File: config.mk
export PLATFORM = sky130hd
export DESIGN_NAME = ps2_dev_tx_multi
export DESIGN_NICKNAME = d
export VERILOG_FILES = /design/src/rtl/ps2_pkg.sv /design/src/rtl/ps2_tx_channel.sv /design/src/rtl/ps2_dev_tx_multi.sv
export SDC_FILE = /design/constraint.sdc
export NUM_CORES = 1
export LEC_CHECK = 0
export ABC_AREA = 1
export CAP_MARGIN = 10
export CORE_MARGIN = 2
export CORE_UTILIZATION = 56
export CTS_CLUSTER_SIZE = 10
export DETAILED_ROUTE_END_ITERATION = 10
export MAX_ROUTING_LAYER = met4
export PLACE_DENSITY = 0.76
export SYNTH_ARGS = -nofsm -noshare
export SYNTH_HDL_FRONTEND = slang
export SYNTH_SLANG_ARGS = --single-unit
File: constraint.sdc
create_clock -name clk_sys -period 1.9 [get_ports clk_sys]
set_clock_uncertainty 0.05 [all_clocks]
set_input_delay 0.19 -clock clk_sys [delete_from_list [all_inputs] [get_ports clk_sys]]
set_output_delay 0.19 -clock clk_sys [all_outputs]
set_load 0.05 [all_outputs]
File: src/rtl/ps2_pkg.sv
// Shared definitions for the multi-channel PS/2 device transmitter.
// Frame states are numbered so that the data-bit states can be advanced by increment.
package ps2_pkg;

  localparam int PS2_CH_W  = 3;
  localparam int FRAME_LEN = 11;

  typedef enum logic [3:0] {
    ST_IDLE   = 4'd0,
    ST_D0     = 4'd1,
    ST_D1     = 4'd2,
    ST_D2     = 4'd3,
    ST_D3     = 4'd4,
    ST_D4     = 4'd5,
    ST_D5     = 4'd6,
    ST_D6     = 4'd7,
    ST_D7     = 4'd8,
    ST_PARITY = 4'd9,
    ST_STOP   = 4'd10,
    ST_DONE   = 4'(FRAME_LEN)
  } tx_state_t;

endpackage

File: src/rtl/ps2_tx_channel.sv
// One PS/2 device port: byte FIFO, sticky overflow flag and 11-bit frame serializer.
// The head byte is only popped once its frame completes, so an aborted frame resends it.
module ps2_tx_channel
  import ps2_pkg::*;
#(
  parameter int FIFO_BITS = 3
) (
  input  logic       clk,
  input  logic       reset,
  input  logic       tick,
  input  logic       phase,
  input  logic       inhibit,
  input  logic       wr_en,
  input  logic [7:0] wr_data,
  output logic       fifo_full,
  output logic       fifo_empty,
  output logic       overflow,
  output logic       busy,
  output logic       ps2_clk_out,
  output logic       ps2_data_out
);

  localparam int DEPTH = 2 ** FIFO_BITS;

  logic [7:0]         mem_r [DEPTH];
  logic [FIFO_BITS:0] wptr_r;
  logic [FIFO_BITS:0] rptr_r;
  logic               overflow_r;
  tx_state_t          state_r;
  logic [7:0]         shift_r;
  logic               parity_r;
  logic               data_r;
  logic               full_s;
  logic               empty_s;
  logic               push_s;
  logic               pop_s;
  logic               in_frame_s;

  assign empty_s    = (wptr_r == rptr_r);
  assign full_s     = (wptr_r[FIFO_BITS] != rptr_r[FIFO_BITS]) &&
                      (wptr_r[FIFO_BITS-1:0] == rptr_r[FIFO_BITS-1:0]);
  assign push_s     = wr_en && !full_s;
  assign pop_s      = tick && (state_r == ST_DONE);
  // The done state is excluded: once there the byte counts as delivered.
  assign in_frame_s = (state_r != ST_IDLE) && (state_r != ST_DONE);

  assign fifo_full    = full_s;
  assign fifo_empty   = empty_s;
  assign overflow     = overflow_r;
  assign busy         = (state_r != ST_IDLE);
  assign ps2_clk_out  = phase | (state_r == ST_IDLE);
  assign ps2_data_out = data_r;

  // FIFO storage write port
  always_ff @(posedge clk) begin
    if (push_s) begin
      mem_r[wptr_r[FIFO_BITS-1:0]] <= wr_data;
    end
  end

  // FIFO pointers and sticky overflow
  always_ff @(posedge clk) begin
    if (reset) begin
      wptr_r     <= '0;
      rptr_r     <= '0;
      overflow_r <= 1'b0;
    end else begin
      if (push_s) begin
        wptr_r <= wptr_r + (FIFO_BITS + 1)'(1);
      end
      if (pop_s) begin
        rptr_r <= rptr_r + (FIFO_BITS + 1)'(1);
      end
      if (wr_en && full_s) begin
        overflow_r <= 1'b1;
      end
    end
  end

  // Frame serializer: start, 8 data bits LSB first, odd parity, stop, then pop
  always_ff @(posedge clk) begin
    if (reset) begin
      state_r  <= ST_IDLE;
      shift_r  <= 8'h00;
      parity_r <= 1'b1;
      data_r   <= 1'b1;
    end else if (inhibit && in_frame_s) begin
      state_r <= ST_IDLE;
      data_r  <= 1'b1;
    end else if (tick) begin
      case (state_r)
        ST_IDLE: begin
          if (!empty_s && !inhibit) begin
            shift_r  <= mem_r[rptr_r[FIFO_BITS-1:0]];
            data_r   <= 1'b0;
            parity_r <= 1'b1;
            state_r  <= ST_D0;
          end
        end
        ST_D0, ST_D1, ST_D2, ST_D3, ST_D4, ST_D5, ST_D6, ST_D7: begin
          data_r   <= shift_r[0];
          shift_r  <= {1'b0, shift_r[7:1]};
          parity_r <= parity_r ^ shift_r[0];
          state_r  <= tx_state_t'(state_r + 4'd1);
        end
        ST_PARITY: begin
          data_r  <= parity_r;
          state_r <= ST_STOP;
        end
        ST_STOP: begin
          data_r  <= 1'b1;
          state_r <= ST_DONE;
        end
        ST_DONE: begin
          state_r <= ST_IDLE;
        end
        default: begin
          data_r  <= 1'b1;
          state_r <= ST_IDLE;
        end
      endcase
    end
  end

endmodule

File: src/rtl/ps2_dev_tx_multi.sv
// N-channel PS/2 device-side transmitter: shared clock divider, write decode, per-channel FIFO+serializer.
// Optional host clock-inhibit sensing is enabled with `define PS2_HOST_INHIBIT_EN.
module ps2_dev_tx_multi
  import ps2_pkg::*;
#(
  parameter int CHANNELS  = 2,
  parameter int FIFO_BITS = 3,
  parameter int PS2DIV    = 100
) (
  input  logic                clk_sys,
  input  logic                reset,
  input  logic                wr_strobe,
  input  logic [PS2_CH_W-1:0] wr_ch,
  input  logic [7:0]          wr_data,
  output logic [CHANNELS-1:0] fifo_full,
  output logic [CHANNELS-1:0] fifo_empty,
  output logic [CHANNELS-1:0] overflow,
  output logic [CHANNELS-1:0] busy,
  output logic [CHANNELS-1:0] ps2_clk_out,
  output logic [CHANNELS-1:0] ps2_data_out
`ifdef PS2_HOST_INHIBIT_EN
  ,
  input  logic [CHANNELS-1:0] ps2_clk_in
`endif
);

  localparam int DIV_W = (PS2DIV > 0) ? $clog2(PS2DIV + 1) : 1;

  logic [DIV_W-1:0]    div_cnt_r;
  logic                phase_r;
  logic                div_wrap_s;
  logic                tick_s;
  logic [CHANNELS-1:0] inhibit_s;

  assign div_wrap_s = (div_cnt_r == DIV_W'(PS2DIV));
  assign tick_s     = div_wrap_s && !phase_r;

  // Shared PS/2 half-period divider; tick marks the rising phase edge
  always_ff @(posedge clk_sys) begin
    if (reset) begin
      div_cnt_r <= '0;
      phase_r   <= 1'b0;
    end else if (div_wrap_s) begin
      div_cnt_r <= '0;
      phase_r   <= ~phase_r;
    end else begin
      div_cnt_r <= div_cnt_r + DIV_W'(1);
    end
  end

`ifdef PS2_HOST_INHIBIT_EN
  logic [CHANNELS-1:0] clk_in_meta_r;
  logic [CHANNELS-1:0] clk_in_sync_r;

  // Two-flop synchroniser for the host clock sense lines
  always_ff @(posedge clk_sys) begin
    if (reset) begin
      clk_in_meta_r <= {CHANNELS{1'b1}};
      clk_in_sync_r <= {CHANNELS{1'b1}};
    end else begin
      clk_in_meta_r <= ps2_clk_in;
      clk_in_sync_r <= clk_in_meta_r;
    end
  end

  // Host holds the clock low while we are releasing it high
  assign inhibit_s = ~clk_in_sync_r & ps2_clk_out;
`else
  assign inhibit_s = {CHANNELS{1'b0}};
`endif

  for (genvar c = 0; c < CHANNELS; c++) begin : g_ch
    ps2_tx_channel #(
      .FIFO_BITS(FIFO_BITS)
    ) u_chan (
      .clk         (clk_sys),
      .reset       (reset),
      .tick        (tick_s),
      .phase       (phase_r),
      .inhibit     (inhibit_s[c]),
      .wr_en       (wr_strobe && (wr_ch == PS2_CH_W'(c))),
      .wr_data     (wr_data),
      .fifo_full   (fifo_full[c]),
      .fifo_empty  (fifo_empty[c]),
      .overflow    (overflow[c]),
      .busy        (busy[c]),
      .ps2_clk_out (ps2_clk_out[c]),
      .ps2_data_out(ps2_data_out[c])
    );
  end

endmodule

==> results.yml, run 1 <==
status:
  status: "complete, no violations"
global_routing:
  overflow: 0
  grt_pass1_vias: 6171
  grt_pass1_wl_mm: 30.49
  track_usage_pct: 24.51
  grt_max_degree: 33
  antenna_found_initial: 0
floorplanning:
  die_w_um: 129.8
  initial_utilization_pct: 57.86
  core-area_mm2: 0.01531
  die_area_mm2: 0.01685
  die_y_um: 129.8
  io-pin-count: 26
  rows: 45
sta:
  max-slew-margin-rel_pct: 65.95
  post-route-min-period_ns: 1.880
  finalSetupTns_ns: 0
  clock.fmax_mhz: 531.9
  rsz0062_at_grt: "true"
  finalSetupViolCount: 0
  fin_crit_sh_pct: 98.96
  finalMaxSlewViolations: 0
  worstMarginPinSlew_ns: 0.5091
  whs_ns: 0.4101
  hold_viol_final: 0
placement:
  dpl-instance-area_mm2: 0.009623
  hpwlAfterDp_mm: 12.57
  dp.cells: 1277
  finalWeightedCongestion: 0.9209
  io_buffers: 25
routing:
  drt-pass1-iter-count: 5
  via_count: 6776
  drc: 0
  drtIter0Drc: 650
  routedWlPerCell_um: 14.90
  wirelength_mm: 19.81
  via_per_inst: 5.095
  ant_nets: 0
synth:
  synth_area_per_cell_um2: 8.611
  synth_cell_types: 31
  seq_area_frac_synth_pct: 56.93
  synthArstFlopShare_pct: 0
  ys.warnings.count: 0
  synth_top_area_share_pct: 43.38
  netlist_area_mm2: 0.008861
  synth_edf_count: 128
  synthTopCellsByCount: "nand2_1 (313), inv_1 (160), edfxtp_1 (128)"
  synth.ff_latch_count: 188
  yosysTopAreaCell: "edfxtp_1"
  synth_area_leaders: "edfxtp_1 (43%), dfxtp_1 (14%), nand2_1 (13%), inv_1 (6.8%), nand3_1 (6.7%)"
  synth-main-ff-cell: "edfxtp_1"
  synthCells: 1029
  synth.most_common_cell: "nand2_1"
  synth_nets: 1057
clocking:
  clockRootBuffer: "clkbuf_16"
  clockBufferDepth: 2
  cts_buffers: 17
  clk_latency_ns: 0.43
  cts_sinks: 188
  clk_pin_slew_ns: 0.07
  htreeDepth: 4
  hold_buffers: 0
  cts_tree: "built"
pwr:
  swShare_pct: 20.24
  p_per_area_mw_per_mm2: 759.0
  switchingPower_uw: 1618
  power.leakage_uw: 0.004601
  irDropWorstVdd_v: 0.0005904
  internal_power_uw: 6374
  power_frac_comb_pct: 3.4
  clock_power_share_pct: 41.8
  seqPwrFrac_pct: 54.8
worst_setup_path:
  rr_startpoint: "g_ch[1].u_chan.rptr_r[0]$_SDFFE_PP0P_"
  regToRegEndpoint: "g_ch[1].u_chan.mem_r[2][0]$_DFFE_PP_"
  path_class: "flop to flop"
  r2r_cells: 11
  endpoint_kind: "flop"
  rrSetupSlack_ns: 0.02
  critPathMaxFanout: 8
  crit_arrival_ns: 1.96
  cp-start-kind: "flop"
  crit_required_ns: 1.98
layout:
  layout.area.seq_mm2: 0.005086
  postLayoutCellArea_mm2: 0.01053
  layout-drive-gt1-share_pct: 16.89
  multi_input_area_mm2: 0.003054
  fin_nets: 1134
  syn2layout_area_growth_pct: 18.82
  fillers: 1154
  antenna_cells: 0
  fin_cells: 1330
  final_util_pct: 68.75
worst_hold_path:
  min_to: "g_ch[0].u_chan.overflow$_SDFFE_PP0P_"
  holdCritPathClass: "flop to flop"
  hold_start: "g_ch[0].u_chan.overflow$_SDFFE_PP0P_"
  holdPathStages: 2
job:
  maxCapViolCount: 0
==> critical path: stages, from the launching register on <==
cell and delay (ns):
dfxtp_4 0.36, inv_2 0.10, nand2_2 0.08, nand2_4 0.10
nor2_4 0.04, nand4_1 0.12, buf_4 0.14, nand2_1 0.08
inv_1 0.11, nand2_2 0.12, nor2_1 0.11, buf_4 0.18
==> cell type report <==
class,count,area share (%)
clock buffers,22,4.504
flip-flops and latches,188,48.31
repair inverters,2,0.1188
multi-input cells,630,29.01
clock inverters,10,0.8675
inverters,166,6.061
repair buffers,101,8.627
well taps,211,2.507
==> power groups by stage <==
stage                     combinational (µW)  sequential (µW)  clock, µW
final                                    274             4380       3340
after global routing                     294             4380       3540
after CTS                                260             4390       3360
after detailed placement                 251             4480          0
after global placement                   250             4480          0
after floorplan                         98.6             4480          0
==> per-stage QoR <==
step | setup WS (ns) | total power, µW
after global placement | -0.2068 | 4727
after detailed placement | -0.2680 | 4729
after floorplan | 0.04469 | 4577
after global routing | -0.06438 | 8216
final | 0.01981 | 7991
after CTS | 0.002820 | 8011
==> layer usage <==
metal | vias up | part of all wire, % | global-route usage [%]
met3 | 43 | 6.0 | 4.797
met2 | 240 | 49 | 39.67
met4 | 0 | 2.4 | 9.108
li1 | 3405 | - | -
met1 | 3088 | 43 | 30.84
met5 | - | 0 | -
==> cells by family (layout without fill, tap and decap cells) <==
| logic type | after synthesis | count (layout) | share of synthesized area, % |
|---|---|---|---|
| compound gates | 47 | 47 | 2.669 |
| xor+xnor | 8 | 8 | 0.7908 |
| flops | 188 | 188 | 56.93 |
| simple gates | 561 | 561 | 27.66 |
| buf+inv | 211 | 301 | 9.969 |
| fa+ha+maj | 14 | 14 | 1.977 |
==> worst max path at each step <==
stage                                          start                              endpoint  cells after the start
6_report       g_ch[1].u_chan.rptr_r[0]$_SDFFE_PP0P_  g_ch[1].u_chan.mem_r[2][0]$_DFFE_PP_                     11
5_1_grt        g_ch[1].u_chan.rptr_r[3]$_SDFFE_PP0P_  g_ch[1].u_chan.mem_r[2][3]$_DFFE_PP_                     10
4_1_cts        g_ch[1].u_chan.rptr_r[3]$_SDFFE_PP0P_                         fifo_empty[1]                      6
3_5_place_dp                                wr_ch[1]  g_ch[0].u_chan.mem_r[4][2]$_DFFE_PP_                      7
3_3_place_gp                                wr_ch[1]  g_ch[0].u_chan.mem_r[4][3]$_DFFE_PP_                      7
2_1_floorplan  g_ch[0].u_chan.wptr_r[1]$_SDFFE_PP0P_  g_ch[0].u_chan.mem_r[0][0]$_DFFE_PP_                      8
==> cell usage in the layout (no fill, tap or decap), types with 10 or more instances in the layout <==
| cell type | n |
|---|---|
| clkinvlp_4 | 10 |
| o21ai_0 | 20 |
| nor2_1 | 88 |
| buf_4 | 74 |
| nand3_1 | 117 |
| a21oi_1 | 25 |
| nand2_2 | 10 |
| dfxtp_1 | 43 |
| nand2_1 | 301 |
| ha_1 | 12 |
| inv_1 | 151 |
| inv_2 | 10 |
| clkbuf_16 | 17 |
| clkdlybuf4s50_1 | 17 |
| edfxtp_1 | 128 |
==> registers in the layout (all words and copies together), names as in the netlist, named ones only <==
signal and count:
g_ch.u_chan.rptr_r 8, g_ch.u_chan.wptr_r 8, g_ch.u_chan.overflow 2, phase_r 1
div_cnt_r 7, g_ch.u_chan.shift_r 16, g_ch.u_chan.ps2_data_out 2, g_ch.u_chan.state_r 8
g_ch.u_chan.parity_r 2, g_ch.u_chan.mem_r 128
==> timing repair <==
| item | 4_1_cts | 5_1_grt |
|---|---|---|
| buffers inserted | 5 | 14 |
| setup endpoints to repair | 6 | 149 |
| pin swaps | 5 | 13 |
| gates resized for setup | 23 | 51 |
| cloned | 0 | 2 |
(Power assumes the default switching activity.)
==> run 2, diff against run 1 <==
CORE_UTILIZATION = 55   (was 56)
PLACE_DENSITY = 0.75   (was 0.76)
SYNTH_HIERARCHICAL = 1   (was default)
==> run 2 against run 1 <==
  * Total power rose by 3.9%
  * Core utilization fell by 2.8 points
  * Global-route usage fell by 0.23 points
  * Worst hold slack got worse by 0.019 ns
  * Combinational power fell by 16%
  * Cell area fell by 5.8%
  * Sequential share of layout area rose by 2.7 points
  * Flip-flop and latch count did not move
  * Sequential power barely moved
  * Clock power rose by 10%
  * Non-clock buffer count fell by 21
==> results.yml, run 2 <==
status:
  status: "complete, no violations"
global_routing:
  grt_pass1_vias: 6031
  grt_max_degree: 33
  overflow: 0
  antenna_found_initial: 0
  track_usage_pct: 24.27
  grt_pass1_wl_mm: 29.42
routing:
  wl_met3_mm: 1.068
  drtIter0Drc: 559
  drt-pass1-iter-count: 6
  via_count: 6345
  dr_wl_met2_mm: 8.933
  via_per_inst: 5.323
  routedWlPerCell_um: 15.62
  wirelength_mm: 18.62
  top_layer: "met4"
  ant_nets: 0
  drc: 0
  wl_met1_mm: 8.231
worst_setup_path:
  path_class: "flop to primary output"
  slowest_stage: "dfxtp_4"
  crit_arrival_ns: 1.63
  crit_required_ns: 1.66
  crit_chain: "inv_1, ha_2, nand2_2, inv_1, or2_2, buf_6"
  cp_top_family: "flip-flops"
  crit_buf_inv: 3
  cp-start-kind: "flop"
  critPathMaxFanout: 6
  crit_top_cell: "inv_1"
  max_stage_delay_ns: 0.37
  endpoint_kind: "primary output"
placement:
  preCtsSetupSlack_ns: -0.03621
  io_buffers: 25
  hpwlAfterDp_mm: 11.89
  dp.cells: 1153
  finalWeightedCongestion: 0.8984
floorplanning:
  die_w_um: 127.5
  die_y_um: 127.5
  rows: 45
  initial_utilization_pct: 55.78
  core-area_mm2: 0.01503
  die_area_mm2: 0.01625
  io-pin-count: 26
synth:
  synthArstFlopShare_pct: 0
  synth-main-ff-cell: "edfxtp_1"
  synth.most_common_cell: "nor2_1"
  ys.warnings.count: 6
  synth_cell_types: 34
  yosysTopAreaCell: "edfxtp_1"
  synthTopCellsByCount: "nor2_1 (187), nand2_1 (172), edfxtp_1 (128)"
  synth_area_per_cell_um2: 9.165
  seq_area_frac_synth_pct: 60.16
  synth_edf_count: 128
  synthCells: 915
  synth_top_area_share_pct: 45.84
  synth.ff_latch_count: 188
  synth_area_leaders: "edfxtp_1 (46%), dfxtp_1 (14%), nor2_1 (8.4%), nand2_1 (7.7%), nand3_1 (4.5%)"
  netlist_area_mm2: 0.008386
sta:
  hold_viol_final: 0
  post-route-min-period_ns: 1.866
  finalSetupTns_ns: 0
  rsz0062_at_grt: "true"
  finalMaxSlewViolations: 0
  whs_ns: 0.3910
  worstMarginPinSlew_ns: 0.4976
  max-slew-margin-rel_pct: 66.72
  finalSetupViolCount: 0
  clock.fmax_mhz: 535.8
  fin_crit_sh_pct: 98.22
  fin_ws_ns: 0.03376
clocking:
  cts_tree: "built"
  clk_pin_slew_ns: 0.07
  cts_buffers: 17
  htreeDepth: 4
  clockRootBuffer: "clkbuf_16"
  hold_buffers: 0
  clk_latency_ns: 0.43
  cts_sinks: 188
  clockBufferDepth: 2
layout:
  syn2layout_area_growth_pct: 18.31
  largest_register_ffs: 128
  most-common-layout-cells: "nor2_1 (187), nand2_1 (171), edfxtp_1 (128)"
  layout-drive-gt1-share_pct: 15.04
  fillers: 1158
  multi_input_area_mm2: 0.002924
  fin_cells: 1192
  layout_commonest_cell: "nor2_1"
  antenna_cells: 0
  fin_nets: 1020
  layout.area.seq_mm2: 0.005062
job:
  maxCapViolCount: 0
pwr:
  power_frac_comb_pct: 2.8
  swShare_pct: 19.45
  p_total_uw: 8300
  p_per_area_mw_per_mm2: 836.6
  switchingPower_uw: 1614
  seqPwrFrac_pct: 52.9
  power.leakage_uw: 0.003901
  clock_power_share_pct: 44.4
  internal_power_uw: 6686
  irDropWorstVdd_v: 0.0005735
worst_hold_path:
  holdCritPathClass: "input port to flop"
[run 2: changes by cell type after synthesis, moves of 4 or more]
cell,previous run,this run
buf_2,19,14
o21ai_1,0,5
o21ai_0,21,74
nor3_1,1,6
buf_4,14,0
nand2_1,313,172
a21oi_1,25,29
nor2_1,93,187
nand3_1,119,75
inv_1,160,76
o211ai_1,0,8
xor2_1,8,4
inv_2,4,12
[run 2: logic make-up (layout without fill, tap and decap cells)]
| logic type | count (synthesis) | count (layout) | synth area share (%) |
|---|---|---|---|
| and+or+nand+nor | 471 | 473 | 23.86 |
| buffers and inverters | 118 | 202 | 5.908 |
| AOI/OAI and AO/OA | 117 | 117 | 7.267 |
| adders and majority gates | 15 | 15 | 2.238 |
| DFF | 188 | 188 | 60.16 |
| xor gates and xnor gates | 5 | 5 | 0.5222 |
| other | 1 | 4 | 0.04472 |
[run 2: layer usage]
| layer | track usage, % | vias up |
|---|---|---|
| met1 | 31.97 | 2947 |
| met3 | 4.020 | 29 |
| li1 | - | 3170 |
| met4 | 9.179 | 0 |
| met5 | - | - |
| met2 | 38.19 | 199 |
[run 2: final cells by class]
type / count / area share [%]
inverter: 90 / 3.430
multi-input combinational: 614 / 29.47
clock inverter: 12 / 1.715
tap: 188 / 2.371
sequential: 188 / 51.03
clock buffer: 20 / 4.502
timing repair buffer: 80 / 7.479
[run 2: final timing paths]
check / startpoint / to / slack (ns) / depth (start not counted)
max: g_ch[0].u_chan/state_r[1]$_SDFFE_PP0P_ / ps2_clk_out[0] / 0.03 / 6
min: wr_ch[0] / g_ch[1].u_chan/overflow$_SDFFE_PP0P_ / 0.39 / 5
max reg2reg: g_ch[0].u_chan/state_r[0]$_SDFFE_PP0P_ / g_ch[0].u_chan/shift_r[7]$_SDFFE_PP0P_ / 0.15 / 11
min reg2reg: g_ch[0].u_chan/overflow$_SDFFE_PP0P_ / g_ch[0].u_chan/overflow$_SDFFE_PP0P_ / 0.42 / 2
[run 2: timing repair]
item / 4_1_cts / 5_1_grt
cloned: 0 / 2
endpoints found under the setup margin: 2 / 41
setup buffers: 4 / 1
pin swaps: 2 / 0
resized for setup: 11 / 19
[run 2: worst min-delay path: cells and delay by family]
family	cells	cell delay [ns]
AOI/OAI and AO/OA	1	0.05
and+or+nand+nor	2	0.11
buffers and inverters	2	0.47
[run 2: power groups by stage]
stage,Combinational (µW),Clock [µW],Sequential (µW)
after floorplan,89.9,0,4480
after global placement,224,0,4480
after CTS,228,3730,4390
after global routing,251,3900,4390
after detailed placement,226,0,4480
final,231,3680,4390
[run 2: stage by stage]
step | instance area [µm²] | util (%)
after floorplan | 8402 | -
after global placement | 9174 | 61.02
after detailed placement | 9174 | 61.02
after CTS | 9851 | 65.53
after global routing | 9921 | 65.99
final | 9921 | 65.99
